--- config.mk ---
export PLATFORM = sky130hd
export DESIGN_NAME = uart_apb_regs_fifo_flat
export DESIGN_NICKNAME = d
export VERILOG_FILES = /design/src/rtl/uart_apb_regs_fifo_if.sv /design/src/rtl/uart_apb_regs_fifo.sv /design/src/flat_wrapper.sv
export SDC_FILE = /design/constraint.sdc
export NUM_CORES = 1
export LEC_CHECK = 0
export BUFFER_PORTS_ARGS = -buffer_cell sky130_fd_sc_hd__buf_4
export CORE_MARGIN = 2
export CORE_UTILIZATION = 63
export CTS_BUF_LIST = sky130_fd_sc_hd__clkbuf_16
export DETAILED_ROUTE_END_ITERATION = 16
export HOLD_SLACK_MARGIN = 0.03
export PLACE_DENSITY = 0.82
export SLEW_MARGIN = 20
export SYNTH_ARGS = -nofsm -noshare
export SYNTH_HDL_FRONTEND = slang
export SYNTH_SLANG_ARGS = --single-unit
--- constraint.sdc ---
create_clock -name clk -period 6.5 [get_ports clk]
set_clock_uncertainty 0.15 [all_clocks]
set_input_delay 0.975 -clock clk [delete_from_list [all_inputs] [get_ports clk]]
set_output_delay 0.975 -clock clk [all_outputs]
set_load 0.02 [all_outputs]
--- src/rtl/uart_apb_regs_fifo_if.sv ---
// rtl/uart_apb_regs_fifo_if.sv - APB register bus bundle for the UART register block
interface uart_apb_regs_fifo_if;
    logic        psel;
    logic        penable;
    logic        pwrite;
    logic [31:0] paddr;
    logic [31:0] pwdata;
    logic [31:0] prdata;
    logic        pready;
    logic        pslverr;

    modport master (
        output psel, penable, pwrite, paddr, pwdata,
        input  prdata, pready, pslverr
    );

    modport slave (
        input  psel, penable, pwrite, paddr, pwdata,
        output prdata, pready, pslverr
    );
endinterface

--- src/rtl/uart_apb_regs_fifo.sv ---
// rtl/uart_apb_regs_fifo.sv - UART APB register block with TX/RX FIFOs, sticky flags and irq
module uart_apb_regs_fifo #(
    parameter logic [31:0]       BASE_ADDR  = 32'h40070050,
    parameter int                DATA_W     = 8,
    parameter int                FIFO_DEPTH = 16,
    parameter int                BAUD_W     = 16,
    parameter logic [BAUD_W-1:0] BAUD_RST   = BAUD_W'(27)
) (
    input  logic                 clk,
    input  logic                 rst_n,
    uart_apb_regs_fifo_if.slave  apb,
    output logic [DATA_W-1:0]    tx_data_o,
    output logic                 tx_valid_o,
    input  logic                 tx_ready_i,
    input  logic [DATA_W-1:0]    rx_data_i,
    input  logic                 rx_valid_i,
    input  logic                 parity_error_i,
    input  logic                 frame_error_i,
    output logic [BAUD_W-1:0]    baud_div_o,
    output logic                 irq_o
);
    localparam int PTR_W = $clog2(FIFO_DEPTH);
    localparam int CNT_W = PTR_W + 1;
    localparam logic [CNT_W-1:0] DEPTH_C = CNT_W'(FIFO_DEPTH);
    localparam logic [CNT_W-1:0] THR_MAX = CNT_W'(FIFO_DEPTH - 1);

    // storage and state
    logic [DATA_W-1:0] tx_mem [FIFO_DEPTH];
    logic [DATA_W-1:0] rx_mem [FIFO_DEPTH];
    logic [PTR_W-1:0]  tx_wr_q, tx_wr_d, tx_rd_q, tx_rd_d;
    logic [PTR_W-1:0]  rx_wr_q, rx_wr_d, rx_rd_q, rx_rd_d;
    logic [CNT_W-1:0]  tx_cnt_q, tx_cnt_d, rx_cnt_q, rx_cnt_d;
    logic [3:0]        flags_q, flags_d;   // [0] RX_OVR [1] PAR_ERR [2] FRM_ERR [3] TX_OVF
    logic [2:0]        ie_q, ie_d;
    logic [2:0]        thr_q, thr_d;
    logic [BAUD_W-1:0] baud_q, baud_d;
    logic              irq_q, irq_d;

    // bus decode
    logic acc, wr, rd;
    logic sel_rxd, sel_txd, sel_stat, sel_ctrl, sel_baud, sel_lvl, sel_any;
    logic tx_empty, tx_full, rx_empty, rx_full;
    logic tx_pop, tx_wr, tx_push, tx_ovf_set, tx_flush;
    logic rx_pop, rx_push, rx_ovr_set, rx_flush;
    logic [3:0] w1c, flag_set;
    logic [CNT_W-1:0] thr_eff;
    logic rx_ge_thr;
    logic [8:0] stat;
    logic [31:0] prdata_c;
    logic unused_pwdata;

    assign acc = apb.psel & apb.penable;
    assign wr  = acc & apb.pwrite;
    assign rd  = acc & ~apb.pwrite;

    assign sel_rxd  = (apb.paddr == BASE_ADDR + 32'h00);
    assign sel_txd  = (apb.paddr == BASE_ADDR + 32'h04);
    assign sel_stat = (apb.paddr == BASE_ADDR + 32'h08);
    assign sel_ctrl = (apb.paddr == BASE_ADDR + 32'h0C);
    assign sel_baud = (apb.paddr == BASE_ADDR + 32'h10);
    assign sel_lvl  = (apb.paddr == BASE_ADDR + 32'h14);
    assign sel_any  = sel_rxd | sel_txd | sel_stat | sel_ctrl | sel_baud | sel_lvl;

    assign tx_empty = (tx_cnt_q == '0);
    assign tx_full  = (tx_cnt_q == DEPTH_C);
    assign rx_empty = (rx_cnt_q == '0);
    assign rx_full  = (rx_cnt_q == DEPTH_C);

    // a full TX FIFO still accepts a write when the engine pops in the same cycle
    assign tx_pop     = tx_valid_o & tx_ready_i;
    assign tx_wr      = wr & sel_txd;
    assign tx_push    = tx_wr & (~tx_full | tx_pop);
    assign tx_ovf_set = tx_wr & tx_full & ~tx_pop;
    assign tx_flush   = wr & sel_ctrl & apb.pwdata[9];

    // likewise a full RX FIFO accepts a character when the bus pops in the same cycle
    assign rx_pop     = rd & sel_rxd & ~rx_empty;
    assign rx_push    = rx_valid_i & (~rx_full | rx_pop);
    assign rx_flush   = wr & sel_ctrl & apb.pwdata[8];
    assign rx_ovr_set = rx_valid_i & rx_full & ~rx_pop & ~rx_flush;

    assign w1c      = (wr & sel_stat) ? apb.pwdata[7:4] : 4'd0;
    assign flag_set = {tx_ovf_set, rx_valid_i & frame_error_i, rx_valid_i & parity_error_i, rx_ovr_set};

    // threshold clamped into 1..FIFO_DEPTH-1
    always_comb begin
        thr_eff = CNT_W'(thr_q);
        if (thr_q == 3'd0) begin
            thr_eff = CNT_W'(1);
        end else if ({29'd0, thr_q} > 32'(FIFO_DEPTH - 1)) begin
            thr_eff = THR_MAX;
        end
    end

    assign rx_ge_thr = (rx_cnt_q >= thr_eff);
    assign stat      = {rx_ge_thr, flags_q, tx_full, tx_empty, rx_full, ~rx_empty};

    // TX FIFO pointer/count next state; flush overrides any same-cycle traffic
    always_comb begin
        tx_wr_d  = tx_wr_q;
        tx_rd_d  = tx_rd_q;
        tx_cnt_d = tx_cnt_q;
        if (tx_flush) begin
            tx_wr_d  = '0;
            tx_rd_d  = '0;
            tx_cnt_d = '0;
        end else begin
            if (tx_push) tx_wr_d = tx_wr_q + PTR_W'(1);
            if (tx_pop)  tx_rd_d = tx_rd_q + PTR_W'(1);
            case ({tx_push, tx_pop})
                2'b10:   tx_cnt_d = tx_cnt_q + CNT_W'(1);
                2'b01:   tx_cnt_d = tx_cnt_q - CNT_W'(1);
                default: tx_cnt_d = tx_cnt_q;
            endcase
        end
    end

    // RX FIFO pointer/count next state; flush overrides any same-cycle traffic
    always_comb begin
        rx_wr_d  = rx_wr_q;
        rx_rd_d  = rx_rd_q;
        rx_cnt_d = rx_cnt_q;
        if (rx_flush) begin
            rx_wr_d  = '0;
            rx_rd_d  = '0;
            rx_cnt_d = '0;
        end else begin
            if (rx_push) rx_wr_d = rx_wr_q + PTR_W'(1);
            if (rx_pop)  rx_rd_d = rx_rd_q + PTR_W'(1);
            case ({rx_push, rx_pop})
                2'b10:   rx_cnt_d = rx_cnt_q + CNT_W'(1);
                2'b01:   rx_cnt_d = rx_cnt_q - CNT_W'(1);
                default: rx_cnt_d = rx_cnt_q;
            endcase
        end
    end

    // control registers, sticky flags (set beats clear) and interrupt condition
    always_comb begin
        flags_d = (flags_q & ~w1c) | flag_set;
        ie_d    = ie_q;
        thr_d   = thr_q;
        baud_d  = baud_q;
        if (wr & sel_ctrl) begin
            ie_d  = apb.pwdata[2:0];
            thr_d = apb.pwdata[5:3];
        end
        if (wr & sel_baud) begin
            baud_d = apb.pwdata[BAUD_W-1:0];
        end
        irq_d = (ie_q[0] & rx_ge_thr) | (ie_q[1] & tx_empty) | (ie_q[2] & (|flags_q));
    end

    // register state update with synchronous active-low reset
    always_ff @(posedge clk) begin
        if (!rst_n) begin
            tx_wr_q  <= '0;
            tx_rd_q  <= '0;
            tx_cnt_q <= '0;
            rx_wr_q  <= '0;
            rx_rd_q  <= '0;
            rx_cnt_q <= '0;
            flags_q  <= '0;
            ie_q     <= '0;
            thr_q    <= '0;
            baud_q   <= BAUD_RST;
            irq_q    <= 1'b0;
        end else begin
            tx_wr_q  <= tx_wr_d;
            tx_rd_q  <= tx_rd_d;
            tx_cnt_q <= tx_cnt_d;
            rx_wr_q  <= rx_wr_d;
            rx_rd_q  <= rx_rd_d;
            rx_cnt_q <= rx_cnt_d;
            flags_q  <= flags_d;
            ie_q     <= ie_d;
            thr_q    <= thr_d;
            baud_q   <= baud_d;
            irq_q    <= irq_d;
        end
    end

    // FIFO data arrays; contents need no reset since counts gate visibility
    always_ff @(posedge clk) begin
        if (tx_push && !tx_flush) tx_mem[tx_wr_q] <= apb.pwdata[DATA_W-1:0];
        if (rx_push && !rx_flush) rx_mem[rx_wr_q] <= rx_data_i;
    end

    // read mux follows paddr while selected, independent of penable
    always_comb begin
        prdata_c = '0;
        if (apb.psel) begin
            if (sel_rxd && !rx_empty) begin
                prdata_c[DATA_W-1:0] = rx_mem[rx_rd_q];
            end else if (sel_stat) begin
                prdata_c[8:0] = stat;
            end else if (sel_ctrl) begin
                prdata_c[5:0] = {thr_q, ie_q};
            end else if (sel_baud) begin
                prdata_c[BAUD_W-1:0] = baud_q;
            end else if (sel_lvl) begin
                prdata_c[CNT_W-1:0]    = rx_cnt_q;
                prdata_c[16 +: CNT_W]  = tx_cnt_q;
            end
        end
    end

    assign apb.prdata  = prdata_c;
    assign apb.pready  = 1'b1;
    assign apb.pslverr = acc & (~sel_any | (sel_rxd & ~apb.pwrite & rx_empty) | tx_ovf_set);

    assign unused_pwdata = ^apb.pwdata;

    assign tx_valid_o = ~tx_empty;
    assign tx_data_o  = tx_mem[tx_rd_q];
    assign baud_div_o = baud_q;
    assign irq_o      = irq_q;
endmodule

--- src/flat_wrapper.sv ---
// flat-port wrapper written by rule: the top's interface ports become plain ports
module uart_apb_regs_fifo_flat 
#(
    parameter logic [31:0]       BASE_ADDR  = 32'h40070050,
    parameter int                DATA_W     = 8,
    parameter int                FIFO_DEPTH = 16,
    parameter int                BAUD_W     = 16,
    parameter logic [BAUD_W-1:0] BAUD_RST   = BAUD_W'(27)
)
  (clk, rst_n, tx_data_o, tx_valid_o, tx_ready_i, rx_data_i, rx_valid_i, parity_error_i, frame_error_i, baud_div_o, irq_o, apb_psel, apb_penable, apb_pwrite, apb_paddr, apb_pwdata, apb_prdata, apb_pready, apb_pslverr);
  uart_apb_regs_fifo_if apb_i ();
  input  logic clk;
  input  logic rst_n;
  output logic [DATA_W-1:0] tx_data_o;
  output logic tx_valid_o;
  input  logic tx_ready_i;
  input  logic [DATA_W-1:0] rx_data_i;
  input  logic rx_valid_i;
  input  logic parity_error_i;
  input  logic frame_error_i;
  output logic [BAUD_W-1:0] baud_div_o;
  output logic irq_o;
  input wire logic [$bits(apb_i.psel)-1:0] apb_psel;
  input wire logic [$bits(apb_i.penable)-1:0] apb_penable;
  input wire logic [$bits(apb_i.pwrite)-1:0] apb_pwrite;
  input wire logic [$bits(apb_i.paddr)-1:0] apb_paddr;
  input wire logic [$bits(apb_i.pwdata)-1:0] apb_pwdata;
  output wire logic [$bits(apb_i.prdata)-1:0] apb_prdata;
  output wire logic [$bits(apb_i.pready)-1:0] apb_pready;
  output wire logic [$bits(apb_i.pslverr)-1:0] apb_pslverr;
  assign apb_i.psel = apb_psel;
  assign apb_i.penable = apb_penable;
  assign apb_i.pwrite = apb_pwrite;
  assign apb_i.paddr = apb_paddr;
  assign apb_i.pwdata = apb_pwdata;
  assign apb_prdata = apb_i.prdata;
  assign apb_pready = apb_i.pready;
  assign apb_pslverr = apb_i.pslverr;
  uart_apb_regs_fifo #(.BASE_ADDR(BASE_ADDR), .DATA_W(DATA_W), .FIFO_DEPTH(FIFO_DEPTH), .BAUD_W(BAUD_W), .BAUD_RST(BAUD_RST)) u_core (.clk(clk), .rst_n(rst_n), .apb(apb_i), .tx_data_o(tx_data_o), .tx_valid_o(tx_valid_o), .tx_ready_i(tx_ready_i), .rx_data_i(rx_data_i), .rx_valid_i(rx_valid_i), .parity_error_i(parity_error_i), .frame_error_i(frame_error_i), .baud_div_o(baud_div_o), .irq_o(irq_o));
endmodule
* After elaboration in Yosys (flattened, before gate mapping) *
Memories as Yosys holds them, arrays and structs flattened. A register that Yosys moved wholly into a read port is not among the register bits.
Cells that the tools add are included.

word-level totals
  flip-flop bits (word level) = 53
  RAM bits = 256
  bits of input ports = 81
  output and inout port bits = 60
  memories kept = 2

memory list
  memory         depth  width  read ports  clocked after memory_dff  write ports  RTL line                  text
  u_core.rx_mem  16     8      1           1                         1            uart_apb_regs_fifo.sv:29  logic [DATA_W-1:0] rx_mem [FIFO_DEPTH];
  u_core.tx_mem  16     8      1           1                         1            uart_apb_regs_fifo.sv:28  logic [DATA_W-1:0] tx_mem [FIFO_DEPTH];

cells by class
  $add $sub $neg = 8
  order comparisons = 1
  equality and inequality tests = 12
  mux-type cells = 24
  bitwise operators = 51
  reductions and logical operators = 14

operators by type and width
  kind                                                    count
  equality test 32 x 31 -> 1 bit (second input constant)  6
  AND 1 bit                                               27
  2-to-1 mux 21 bit                                       1
  2-to-1 mux 4 bit                                        5
  2-to-1 mux 5 bit                                        4
  case mux 5 bit (2 select lines)                         2
  adder 4 x 1 -> 4 bit (second input constant)            4
  2-to-1 mux 15 bit                                       1
  2-to-1 mux 13 bit                                       1
  2-to-1 mux 12 bit                                       1
  2-to-1 mux 11 bit                                       1
  OR 1 bit                                                11
  adder 5 x 1 -> 5 bit (second input constant)            2
  equality test 5 bit (second input constant)             2
  logical NOT 5 bit                                       2
  NOT 1 bit                                               10
  subtractor 5 x 1 -> 5 bit (second input constant)       2
  2-to-1 mux 9 bit                                        1
  2-to-1 mux 8 bit                                        1
  2-to-1 mux 6 bit                                        1
  >= comparator 5 x 3 -> 1 bit                            1
  AND 4 bit                                               1
  equality test 2 x 1 -> 1 bit (second input constant)    2
  equality test 2 bit (second input constant)             2
  10 further kinds                                        19

* Logic depth before layout (Yosys ltp) *
  depth in word-level cells = 10
  mapped depth = 13

* Worst setup path before layout *
Ideal clock, no wire load.

  kind = input to register
  from = input apb_paddr[26]
  to = register u_core.tx_cnt_q[4]
  library setup time = 0.125 ns
  arrival = 3.625 ns
  data required time = 6.225 ns
  path slack = 2.599 ns
  stages on the path = 12
  cells stage by stage = or4_1 nor2_2 nand4b_1 clkbuf_1 ha_1 fa_1 a21o_1 a21oi_1 xor2_1 nor2_1 xnor2_1 nor2_1

between the ends
  word-level cells in the longest chain between the ends = 5
  elaborated cells on any way between the ends = 11

ends and longest elaborated chain
  item                                                                   RTL line                   text
  from (decl)                                                            flat_wrapper.sv:26         input wire logic [$bits(apb_i.paddr)-1:0] apb_paddr;
  equality test 32 x 31 -> 1 bit                                         uart_apb_regs_fifo.sv:57   assign sel_txd = (apb.paddr == BASE_ADDR + 32'h04);
  AND 1 bit                                                              uart_apb_regs_fifo.sv:71   assign tx_wr = wr & sel_txd;
  AND 1 bit                                                              uart_apb_regs_fifo.sv:72   assign tx_push = tx_wr & (~tx_full | tx_pop);
  equality test 2 x 1 -> 1 bit or equality test 2 bit (tied branches)    uart_apb_regs_fifo.sv:110  case ({tx_push, tx_pop})
  case mux 5 bit (2 select lines) or nonzero test 2 bit (tied branches)  -
  to (signal assigned)                                                   uart_apb_regs_fifo.sv:171  tx_cnt_q <= tx_cnt_d;
  to (decl)                                                              uart_apb_regs_fifo.sv:32   logic [CNT_W-1:0] tx_cnt_q, tx_cnt_d, rx_cnt_q, rx_cnt_d;

Parallel ways exist; a longest one is shown, timed or not.
A chain may end at the register's enable or synchronous reset.

* Final worst setup path *
  from = input apb_paddr[19]
  to = output apb_prdata[5]

between the ends
  word-level cells in the longest chain between the ends = 6
  elaborated cells on any way between the ends = 10

ends and longest elaborated chain
  item                            RTL line                   text
  equality test 32 x 31 -> 1 bit  uart_apb_regs_fifo.sv:60   assign sel_baud = (apb.paddr == BASE_ADDR + 32'h10);
  2-to-1 mux 11 bit               uart_apb_regs_fifo.sv:199  end else if (sel_baud) begin
  2-to-1 mux 6 bit                uart_apb_regs_fifo.sv:197  end else if (sel_ctrl) begin
  2-to-1 mux 9 bit                uart_apb_regs_fifo.sv:195  end else if (sel_stat) begin
  2-to-1 mux 8 bit (*)            uart_apb_regs_fifo.sv:193  if (sel_rxd && !rx_empty) begin
  2-to-1 mux 21 bit (*)           uart_apb_regs_fifo.sv:192  if (apb.psel) begin
  to (decl)                       flat_wrapper.sv:28         output wire logic [$bits(apb_i.prdata)-1:0] apb_prdata;

Mark *: on every way between the ends. The rest lies on a longest branch, timed or not.

==> out/metrics.yaml <==
setup_path:
  critPathLaunchType: "input port"
  crit_type: "in -> out"
  crit_arrival_ns: 3.49
  path_max_fanout: 13
  endpoint_kind: "output port"
  required_ns: 5.37
pwr:
  p_sw_frac: 0.201
  peakVddDrop_mv: 0.318
  p_leak_nw: 5.31
  p_seq_frac: 0.553
  power.density_nw_per_um2: 256
  combPwrFrac: 0.034
  p_switching_mw: 0.803
  p_clk_frac: 0.413
  p_int_mw: 3.19
drt:
  drtPass1Iterations: 5
  drt_iter0_markers: 720
  vias: 8125
  drt-total-wl_mm: 30.8
  post-route-drc-count: 0
  vias_per_cell: 6.33
  ant_nets: 0
  wl_per_cell_um: 24.0
cts:
  cts_tree: "yes"
  clk_pin_slew_ns: 0.06
  post_cts_buffers: 0
  cts_root_buffer: "clkbuf_16"
  cts_resized: 0
  clk_latency_ns: 0.54
  cts_buffers: 30
  cts_sinks: 317
  cts_hold_buffers: 0
  h-tree-depth: 1
  clockBufferDepth: 3
grt:
  grt_util_all_layers: 0.279
  overflow: 0
  antenna_found_initial: 0
  grt_max_degree: 33
  grt_pass1_vias: 8212
  grt_pass1_wl_mm: 47.1
placement:
  postPlaceCellArea_um2: 14700
  gp_congestion: 0.944
  portBuffers: 112
  dp_hpwl_mm: 20.1
  place_ws_ns: 1.76
layout:
  drive_gt1_frac: 0.268
  final_core_utilization: 0.742
  diodes: 0
  final_cell_area_um2: 15600
  fill_cells: 1242
  area_growth_pct: 15.5
  fin_nets: 1085
outcome:
  outcome: "completed"
timing:
  rsz0062_at_grt: "false"
  achievable-frequency_mhz: 217
  slew_headroom: 0.283
  worst_pin_slew_ns: 1.07
  tns_ns: 0
  fin_crit_sh: 0.710
  hold_viol: 0
  maxSlewViolCount: 0
  setup_ws_ns: 1.88
  period_needed_ns: 4.62
  final-setup-viol-count: 0
worst_hold_path:
  hold_class: "reg -> reg"
die:
  row_count: 53
  die_h_um: 150
  core-area_um2: 21000
  ios: 141
  die_area_um2: 22600
  start_util: 0.643
  dieWidth_um: 150
logic_synthesis:
  synth_warnings: 0
  seq_area_frac_synth: 0.659
  async_reset_ff_frac: 0
  syn_inst: 867
  syn_area_per_cell_um2: 15.6
  synth_top_flop_cell: "edfxtp_1"
  syn_area_um2: 13500
  synth_edf_count: 256
  synth_cell_types: 59
  ys_ff_latch: 317
job:
  max_cap_violations: 0
## layout make-up
type	count	area [µm²]	share of cell area
Inverter	24	90.1	0.00577
Sequential cell	317	8910	0.571
Timing Repair Buffer	130	976	0.0625
Clock buffer	31	776	0.0497
Clock inverter	25	163	0.0104
Multi-Input combinational cell	482	4350	0.278
Tap cell	275	344	0.0220
## placed cells by master (no fill, tap or decap), drive strengths merged, types with 2 or more instances in the layout
cell type | Yosys | layout
edfxtp | 256 | 256
buf | 29 | 130
mux4 | 80 | 80
dfxtp | 61 | 61
nand2 | 58 | 58
nor2 | 44 | 44
a21oi | 39 | 39
clkbuf | 25 | 31
inv | 22 | 30
and2 | 29 | 29
nand3 | 26 | 26
nor4 | 25 | 25
o21ai | 21 | 21
mux2i | 18 | 18
ha | 18 | 18
clkinv | 2 | 15
conb | 2 | 12
nor3 | 11 | 11
or3 | 8 | 8
and3 | 7 | 7
xor2 | 7 | 7
or4 | 7 | 7
nor2b | 7 | 7
a21boi | 7 | 7
nand2b | 6 | 6
xnor2 | 6 | 6
nand4 | 5 | 5
a32oi | 5 | 5
o211ai | 5 | 5
o31ai | 4 | 4
nand3b | 4 | 4
a21o | 3 | 3
and4 | 3 | 3
nor4bb | 2 | 2
nand4b | 2 | 2
bufinv | 0 | 2
clkinvlp | 0 | 2
## final timing paths
check | start | end | slack, ns | depth (start not counted)
setup reg to reg | u_core.tx_cnt_q[0]$_SDFFE_PP0P_ | u_core.tx_cnt_q[4]$_SDFFE_PP0P_ | 3.01 | 12
setup / recovery | apb_paddr[19] | apb_prdata[5] | 1.88 | 8
hold reg to reg | u_core.baud_div_o[12]$_SDFFE_PN0P_ | u_core.baud_div_o[12]$_SDFFE_PN0P_ | 0.31 | 2
hold / removal | u_core.baud_div_o[12]$_SDFFE_PN0P_ | u_core.baud_div_o[12]$_SDFFE_PN0P_ | 0.31 | 2
## power groups by stage
| stage | sequential (mW) | clock, mW | combinational [mW] |
|---|---|---|---|
| floorplan | 2.25 | 0 | 0.0626 |
| global placement | 2.25 | 0 | 0.126 |
| detailed placement | 2.25 | 0 | 0.132 |
| CTS | 2.21 | 1.67 | 0.134 |
| global route | 2.21 | 1.73 | 0.147 |
| finish | 2.21 | 1.65 | 0.136 |
## cell usage after synthesis, types with 18 or more instances
cell	count	area [µm²]
edfxtp_1	256	7690
mux4_2	80	1800
dfxtp_1	61	1220
nand2_1	58	218
nor2_1	42	158
a21oi_1	39	195
and2_1	29	181
clkbuf_1	25	93.8
nand3_1	25	125
nor4_1	23	144
inv_1	22	82.6
ha_1	18	225
mux2i_1	18	180
## logic make-up (layout without fill, tap and decap cells)
| family | Yosys count | after routing | share of synthesized area |
|---|---|---|---|
| flip-flops | 317 | 317 | 0.659 |
| AND/OR/NAND/NOR | 247 | 247 | 0.0979 |
| multiplexers | 99 | 99 | 0.148 |
| AO/OA/AOI/OAI | 92 | 92 | 0.0415 |
| buffers and inverters | 78 | 210 | 0.0266 |
| adder cells (fa/ha/maj) | 19 | 19 | 0.0182 |
| XOR/XNOR | 13 | 13 | 0.00843 |
| other | 2 | 12 | 0.000556 |
## worst max-delay path, cell delays in order
cell	delay (ns)
buf_4	0.10
nor4bb_1	0.37
nand4b_1	0.33
nand2b_1	0.33
nor2_1	0.66
a32oi_1	0.20
a21boi_1	0.31
buf_4	0.21
## through the flow
stage,instances,power [mW],hold slack (ns)
after floorplan,877,2.31,0.307
after detailed placement,1228,2.38,0.311
final,1284,3.99,0.314
after CTS,1284,4.01,0.317
after global routing,1284,4.09,0.338
after global placement,1228,2.38,0.302
## state kept, by name, summed over array words and instances, names as in the netlist, named ones only
| signal | cells |
|---|---|
| u_core.irq_o | 1 |
| u_core.tx_cnt_q | 5 |
| u_core.tx_mem | 128 |
| u_core.rx_rd_q | 4 |
| u_core.flags_q | 4 |
| u_core.tx_rd_q | 4 |
| u_core.tx_wr_q | 4 |
| u_core.ie_q | 3 |
| u_core.rx_wr_q | 4 |
| u_core.baud_div_o | 16 |
| u_core.rx_mem | 128 |
| u_core.rx_cnt_q | 5 |
| u_core.thr_q | 3 |
## layer usage
layer / global-route usage / up-vias / share of wire
met5: 0 / - / 0
met3: 0.0385 / 87 / 0.064
li1: - / 3597 / -
met1: 0.357 / 4091 / 0.37
met2: 0.492 / 350 / 0.52
met4: 0.0986 / 0 / 0.041
Power figures use the tool's default switching activity.
